--- config.mk ---
export PLATFORM = sky130hd
export DESIGN_NAME = load_store_unit
export DESIGN_NICKNAME = d
export VERILOG_FILES = /design/src/rtl/lsu_pkg.sv /design/src/rtl/lsu_lane_align.sv /design/src/rtl/load_store_unit.sv
export SDC_FILE = /design/constraint.sdc
export NUM_CORES = 1
export LEC_CHECK = 0
export ABC_AREA = 1
export BUFFER_PORTS_ARGS = -buffer_cell sky130_fd_sc_hd__buf_2
export CAP_MARGIN = 15
export CORE_MARGIN = 2
export CORE_UTILIZATION = 47
export CTS_CLUSTER_DIAMETER = 80
export DETAILED_ROUTE_END_ITERATION = 16
export GPL_TIMING_DRIVEN = 0
export PLACE_DENSITY = 0.76
export SLEW_MARGIN = 25
export SYNTH_ARGS = -nofsm -noshare
export SYNTH_HDL_FRONTEND = slang
export SYNTH_SLANG_ARGS = --single-unit
--- constraint.sdc ---
create_clock -name clk -period 1.7 [get_ports clk]
set_input_delay 0.255 -clock clk [delete_from_list [all_inputs] [get_ports clk]]
set_output_delay 0.255 -clock clk [all_outputs]
set_load 0.02 [all_outputs]
--- src/rtl/lsu_pkg.sv ---
`default_nettype none
// ============================================================================
//  Module      : lsu_pkg
//  Description : Shared types and constants for the load/store unit: access
//                size encodings, FSM state type, word type and the access
//                legality check. LSU_SUBWORD_EN enables byte/half accesses.
//  Revision    : 1.0 - initial release
// ============================================================================
package lsu_pkg;

    localparam logic [1:0] SZ_BYTE = 2'b00;
    localparam logic [1:0] SZ_HALF = 2'b01;
    localparam logic [1:0] SZ_WORD = 2'b10;

    typedef enum logic [1:0] {
        IDLE = 2'd0,
        RD   = 2'd1,
        WR   = 2'd2,
        RESP = 2'd3
    } lsu_state_t;

    typedef logic [31:0] word_t;

    // Returns 1 when the access cannot be performed (bad size or misaligned).
    function automatic logic access_err(input logic [1:0] size, input logic [1:0] addr_lo);
`ifdef LSU_SUBWORD_EN
        case (size)
            SZ_BYTE: access_err = 1'b0;
            SZ_HALF: access_err = addr_lo[0];
            SZ_WORD: access_err = (addr_lo != 2'b00);
            default: access_err = 1'b1;
        endcase
`else
        access_err = (size != SZ_WORD) || (addr_lo != 2'b00);
`endif
    endfunction

endpackage : lsu_pkg
`default_nettype wire

--- src/rtl/lsu_lane_align.sv ---
`default_nettype none
// ============================================================================
//  Module      : lsu_lane_align
//  Description : Combinational lane handling. Extracts and sign/zero-extends
//                the addressed byte/half of a memory word for loads, and
//                merges store data into the addressed lane for sub-word
//                stores (little-endian). Without LSU_SUBWORD_EN only whole
//                words pass through.
//  Revision    : 1.0 - initial release
// ============================================================================
module lsu_lane_align
    import lsu_pkg::*;
(
    input  logic [1:0] size,
    input  logic       is_unsigned,
    input  logic [1:0] addr_lo,
    input  word_t      mem_word,
    input  word_t      wdata,
    output word_t      load_data,
    output word_t      store_word
);

`ifdef LSU_SUBWORD_EN
    logic [7:0]  w_byte;
    logic [15:0] w_half;
    logic        w_fill;

    // Lane select plus extension for loads; lane replacement for stores.
    always_comb begin
        w_byte     = mem_word[{addr_lo, 3'b000} +: 8];
        w_half     = mem_word[{addr_lo[1], 4'b0000} +: 16];
        w_fill     = 1'b0;
        load_data  = mem_word;
        store_word = wdata;
        case (size)
            SZ_BYTE: begin
                w_fill     = ~is_unsigned & w_byte[7];
                load_data  = {{24{w_fill}}, w_byte};
                store_word = mem_word;
                store_word[{addr_lo, 3'b000} +: 8] = wdata[7:0];
            end
            SZ_HALF: begin
                w_fill     = ~is_unsigned & w_half[15];
                load_data  = {{16{w_fill}}, w_half};
                store_word = mem_word;
                store_word[{addr_lo[1], 4'b0000} +: 16] = wdata[15:0];
            end
            default: ;
        endcase
    end
`else
    // Only whole-word accesses reach memory; lane controls have no effect.
    logic w_unused_lane;
    assign w_unused_lane = ^{size, is_unsigned, addr_lo};
    assign load_data     = mem_word;
    assign store_word    = wdata;
`endif

endmodule : lsu_lane_align
`default_nettype wire

--- src/rtl/load_store_unit.sv ---
`default_nettype none
// ============================================================================
//  Module      : load_store_unit
//  Description : CPU load/store unit in front of a word-wide data memory.
//                Handles byte/half/word loads with extension, word stores
//                and read-modify-write sub-word stores, and flags illegal or
//                misaligned accesses. Sub-word support is enabled by the
//                LSU_SUBWORD_EN macro; without it only aligned words are
//                legal.
//  Revision    : 1.0 - initial release
// ============================================================================
module load_store_unit
    import lsu_pkg::*;
#(
    parameter int unsigned ADDR_W = 32
) (
    input  logic              clk,
    input  logic              rst_n,
    input  logic              req_valid,
    output logic              req_ready,
    input  logic              req_we,
    input  logic [1:0]        req_size,
    input  logic              req_unsigned,
    input  logic [ADDR_W-1:0] req_addr,
    input  logic [31:0]       req_wdata,
    output logic              resp_valid,
    output logic [31:0]       resp_rdata,
    output logic              resp_err,
    output logic [ADDR_W-1:0] address,
    output logic [31:0]       Wdata,
    output logic              MemWrite,
    output logic              MemRead,
    input  logic [31:0]       Rdata
);

    lsu_state_t        r_state;
    lsu_state_t        w_next_state;

    logic              r_we;
    logic [1:0]        r_size;
    logic              r_unsigned;
    logic [ADDR_W-1:0] r_addr;
    word_t             r_wdata;
    logic              r_err;
    word_t             r_mem_word;

    logic              w_accept;
    logic              w_req_err;
    word_t             w_load_data;
    word_t             w_store_word;

    assign w_accept  = req_valid && (r_state == IDLE);
    assign w_req_err = access_err(req_size, req_addr[1:0]);

    // State register.
    always_ff @(posedge clk or negedge rst_n) begin
        if (!rst_n) begin
            r_state <= IDLE;
        end else begin
            r_state <= w_next_state;
        end
    end

    // Request fields latched on acceptance; memory word captured at end of RD.
    always_ff @(posedge clk or negedge rst_n) begin
        if (!rst_n) begin
            r_we       <= 1'b0;
            r_size     <= 2'b00;
            r_unsigned <= 1'b0;
            r_addr     <= '0;
            r_wdata    <= '0;
            r_err      <= 1'b0;
            r_mem_word <= '0;
        end else begin
            if (w_accept) begin
                r_we       <= req_we;
                r_size     <= req_size;
                r_unsigned <= req_unsigned;
                r_addr     <= req_addr;
                r_wdata    <= req_wdata;
                r_err      <= w_req_err;
            end
            if (r_state == RD) begin
                r_mem_word <= Rdata;
            end
        end
    end

    // Next-state logic: errors skip memory, sub-word stores read first.
    always_comb begin
        w_next_state = r_state;
        case (r_state)
            IDLE: begin
                if (w_accept) begin
                    if (w_req_err) begin
                        w_next_state = RESP;
                    end else if (!req_we) begin
                        w_next_state = RD;
`ifdef LSU_SUBWORD_EN
                    end else if (req_size != SZ_WORD) begin
                        w_next_state = RD;
`endif
                    end else begin
                        w_next_state = WR;
                    end
                end
            end
`ifdef LSU_SUBWORD_EN
            RD:      w_next_state = r_we ? WR : RESP;
`else
            RD:      w_next_state = RESP;
`endif
            WR:      w_next_state = RESP;
            RESP:    w_next_state = IDLE;
            default: w_next_state = IDLE;
        endcase
    end

    lsu_lane_align u_lane_align (
        .size        (r_size),
        .is_unsigned (r_unsigned),
        .addr_lo     (r_addr[1:0]),
        .mem_word    (r_mem_word),
        .wdata       (r_wdata),
        .load_data   (w_load_data),
        .store_word  (w_store_word)
    );

    // Outputs decoded from the current state; everything idles at zero.
    always_comb begin
        req_ready  = (r_state == IDLE);
        MemRead    = (r_state == RD);
        MemWrite   = (r_state == WR);
        address    = '0;
        Wdata      = '0;
        resp_valid = (r_state == RESP);
        resp_err   = (r_state == RESP) && r_err;
        resp_rdata = '0;
        if ((r_state == RD) || (r_state == WR)) begin
            address = {r_addr[ADDR_W-1:2], 2'b00};
        end
        if (r_state == WR) begin
            Wdata = w_store_word;
        end
        if ((r_state == RESP) && !r_we && !r_err) begin
            resp_rdata = w_load_data;
        end
    end

endmodule : load_store_unit
`default_nettype wire

* Word level (Yosys, flattened, before mapping)
Index checks and enable logic that the tools add are counted. W data, S select, Z words.
Word-level totals: bits in registers 100, output and inout bits 101, logic and storage cells 29
Cells by class: reduce and logical (&&, ||, !) cells 11, mux-type cells 7, eq/ne operators 5
Operators by type and width (count):
- $mux W32 | 3
- $mux W2 | 3
- $pmux W2 S3 | 1
- $eq A2 B2 Y1 const B | 2
- $logic_and A1 B1 Y1 | 4
- $eq A2 B1 Y1 const B | 1
- $logic_not A1 Y1 | 2
- $logic_not A2 Y1 | 1
- $logic_or A1 B1 Y1 | 2
- $ne A2 B1 Y1 const B | 1
- $ne A2 B2 Y1 const B | 1
- $reduce_bool A2 Y1 | 1
- $reduce_or A2 Y1 | 1

* Logic depth before layout (Yosys ltp)
depth after elaboration 5, mapped depth 7

* Modules after synthesis
From an unflattened synthesis, not the netlist that was laid out.
Second synthesis, totals: cells, all modules 652, area, all modules 5261.3 um^2
Modules (own cells, without submodules):
- load_store_unit | area an instance 4780.8 um^2, cells an instance 588, instances 1
- lsu_lane_align | area an instance 480.5 um^2, cells an instance 64, instances 1

* Least setup slack after synthesis
No wires, ideal clock.
path kind register to output, from register r_state[0], to output resp_rdata[10], data required time 1445 ps, arrival 1304 ps, buffers on the path 1, stages on the path, launching flop included 5, slack 141 ps, cells stage by stage dfrtp_1 -> ha_1 -> nand2_1 -> buf_2 -> nor2_1
On the way: word-level cells in the longest chain between the ends 4
Ends and longest elaborated chain:
- start, declared | RTL line load_store_unit.sv:36 | lsu_state_t r_state;
- start signal, assigned | RTL line load_store_unit.sv:60 | r_state <= w_next_state;
- $eq A2 B2 Y1
- via resp_valid | RTL line load_store_unit.sv:26 | output logic resp_valid,
- $logic_and A1 B1 Y1 (2 in series) | RTL line load_store_unit.sv:145 | if ((r_state == RESP) && !r_we && !r_err) begin
- $mux W32 | RTL line load_store_unit.sv:145
- end, declared | RTL line load_store_unit.sv:27 | output logic [31:0] resp_rdata,
The timed path passes the listed nets, and every way through them passes these cells.

* Worst setup path in the final report
from register r_state[0], to output address[7]
On the way: word-level cells in the longest chain between the ends 3
Ends and longest elaborated chain:
- $eq A2 B1 Y1 or $eq A2 B2 Y1 (tied branches) | RTL line load_store_unit.sv:139 | if ((r_state == RD) || (r_state == WR)) begin
- $logic_or A1 B1 Y1 (*) | RTL line load_store_unit.sv:139
- $mux W32 (*) | RTL line load_store_unit.sv:139
- end, declared | RTL line load_store_unit.sv:29 | output logic [ADDR_W-1:0] address,
Mark *: on every way between the ends. The rest lies on a longest branch, timed or not.

==> flow_metrics.tcl <==
set metrics [dict create \
    outcome "finished with violations" \
    failed_checks "setup timing" \
    peakVddDrop_mv 1.43 \
    holdCritPathClass "in -> reg" \
    io_buffers 200 \
    end_kind "primary output" \
    maxSlewViolCount 0 \
    sw_frac_of_total_pct 42.0 \
    cpPeakStageDelay_ns 0.42 \
    netlist_instances 603 \
    powerDensity_nw_per_um2 1860 \
    syn_area_per_cell_um2 7.63 \
    fp.dieH_um 103 \
    ios 204 \
    hold_path.startpoint "req_addr[16]" \
    tritoncts "built" \
    p_comb_share_pct 56.0 \
    p_seq_share_pct 31.2 \
    hold-path-cell-count 3 \
    crit_arrival_ns 1.59 \
    critical_path_class "reg -> out" \
    final_nets 943 \
    path_clk_slew_ns 0.09 \
    worst_path_max_delay_cell "dfrtp_2" \
    start_kind "register" \
    placed_cells 938 \
    holdPathEnd "r_addr[16]" \
    rr_startpoint "r_state[0]" \
    tns_ns -9.29 \
    p_int_mw 7.50 \
    critPathBufInv 4 \
    syn_to_final_growth_pct 51.6 \
    multi_input_area_um2 1830 \
    crit_family "flip-flops" \
    ys_seq_area_share_pct 53.3 \
    htreeDepth 3 \
    fp.coreArea_um2 9640 \
    hpwl_mm 8.41 \
    fp-row-count 36 \
    ys_types 17 \
    grtUsageTotal_pct 22.4 \
    remaining_drc_errors 0 \
    dieWidth_um 103 \
    grt_max_degree 56 \
    final_cell_mix "234 x nand2_1, 123 x buf_2, 96 x dfrtp_1, 70 x inv_1, 61 x buf_6" \
    drt_iter0_drc 138 \
    grt_pass1_vias 4125 \
    dpl_cell_area_um2 5810 \
    clock_sinks 98 \
    regToRegSetupSlack_ns 0.21 \
    hold_violations 0 \
    die-area_um2 10600 \
    fmax_ghz 0.541 \
    synth_warnings 0 \
    utilization_pct 72.4 \
    drt-pass1-iter-count 4 \
    grt_overflow 0 \
    ys_ff_latch 98 \
    wl_mm 12.8 \
    r2r-end "r_addr[17]" \
    vias_per_cell 4.50 \
    fin_crit_ns 1.85 \
    syn_area_um2 4600 \
    clkPwrFrac_pct 12.8 \
    routabilityCongestion 0.835 \
    stdcell_count 971 \
    tritoncts.num_buffers 9 \
    clockRootBuffer "clkbuf_8" \
    grt_antenna_before_repair 0 \
    setup_ws_ns -0.150 \
    reg2reg_depth 8 \
    drive_above_1_share_pct 44.5 \
    start_util_pct 47.7 \
    ant_nets 0 \
    setup_viol 93 \
    wire_per_inst_um 13.1 \
    insertedDiodeCount 0 \
    fill_cells 788 \
    rsz0062_at_grt "yes" \
    seqCellArea_um2 2450 \
    fin_crit_sh_pct 109 \
    p_leak_nw 4.16 \
    place_ws_ns 0.00502 \
    maxCapViolCount 0 \
    finalClockSkew_ns 0.00741 \
    cp_cell_sequence "inv_4, ha_4, clkbuf_16, nand2_2, inv_2, buf_6" \
    max-clock-path-buffers 2 \
    final_common_cell "nand2_1" \
    p_sw_mw 5.44 \
    cp.required_ns 1.44 \
    vias 4373 \
    insertion_delay_ns 0.35 \
    grt_pass1_wl_mm 18.5 \
    stdcell_area_um2 6980 \
    path_max_fanout 7 \
]
[how the worst max path moves through the flow]
stage               startpoint              to  slack (ns)  depth (start not counted)
floorplan           r_state[0]  resp_rdata[10]        0.14                          4
detailed placement  r_state[0]      address[8]       0.005                          6
CTS                 r_state[1]     address[10]       -0.13                          6
global route        r_state[0]     address[23]       -0.21                          6
global placement         rst_n     r_wdata[18]       -0.59                          1
finish              r_state[0]      address[7]       -0.15                          6
[cell families (layout without fill, tap and decap cells)]
logic type | after synthesis | after routing | share of synthesized area (%)
AOI/OAI and AO/OA | 37 | 37 | 4.05
buffers and inverters | 134 | 368 | 13.1
other | 1 | 2 | 0.0815
DFF | 98 | 98 | 53.3
and+or+nand+nor | 327 | 327 | 27.9
adders and majority gates | 6 | 6 | 1.63
[layout make-up]
type	instances	area share, %
plain buffers	31	4.13
clock buffers	13	2.28
clock inverters	2	0.861
inverters	103	5.65
multi-input cells	372	26.2
flip-flops and latches	98	35.2
well taps	133	2.39
repair buffers	219	23.3
[timing repair]
action,4_1_cts,5_1_grt
buffers inserted,6,2
pin swaps,3,11
endpoints found under the hold margin,43,0
setup endpoints to repair,95,97
resized for setup,156,128
gates cloned,3,6
hold buffers,1,0
[cell usage after synthesis]
| master | count | area share [%] |
|---|---|---|
| nand2_1 | 266 | 22 |
| inv_1 | 102 | 8.3 |
| dfrtp_1 | 98 | 53 |
| nor2_1 | 38 | 3.1 |
| o21ai_0 | 34 | 3.7 |
| nand2_2 | 21 | 2.9 |
| buf_2 | 20 | 2.2 |
| ha_1 | 6 | 1.6 |
| buf_6 | 5 | 1.2 |
| a21oi_1 | 2 | 0.22 |
| buf_4 | 2 | 0.33 |
| buf_8 | 2 | 0.65 |
| clkbuf_2 | 2 | 0.22 |
| nand3_1 | 2 | 0.22 |
| a31oi_1 | 1 | 0.14 |
| conb_1 | 1 | 0.082 |
| inv_4 | 1 | 0.14 |
[power groups by stage]
stage	clock network (mW)	logic (mW)	registers (mW)
finish	1.66	7.25	4.03
global route	1.76	7.94	4.15
CTS	1.69	6.17	3.94
detailed placement	0	5.00	3.98
global placement	0	4.86	3.93
floorplan	0	3.51	3.84
[flip-flops by register name, indices dropped and copies added (netlist names)]
signal	cells
r_we	1
r_wdata	32
r_addr	30
r_state	2
r_err	1
r_mem_word	32
[metal layers]
metal | vias to the layer above | track usage (%) | share of wire, %
li1 | 2198 | - | -
met1 | 2021 | 27.8 | 41
met2 | 130 | 39.5 | 53
met3 | 24 | 2.71 | 4.4
met4 | 0 | 9.41 | 2.5
met5 | - | 0 | 0
[worst min-delay path, stage by stage]
cell,delay (ns)
buf_2,0.07
nand2_1,0.04
nand2_1,0.04
[stage by stage]
stage	hold slack [ns]	power (mW)
after floorplan	-0.0406	7.35
after global placement	0.449	8.79
after detailed placement	0.207	8.98
after CTS	0.0755	11.8
after global routing	0.0880	13.9
final	0.0944	12.9
(Power assumes the default switching activity.)
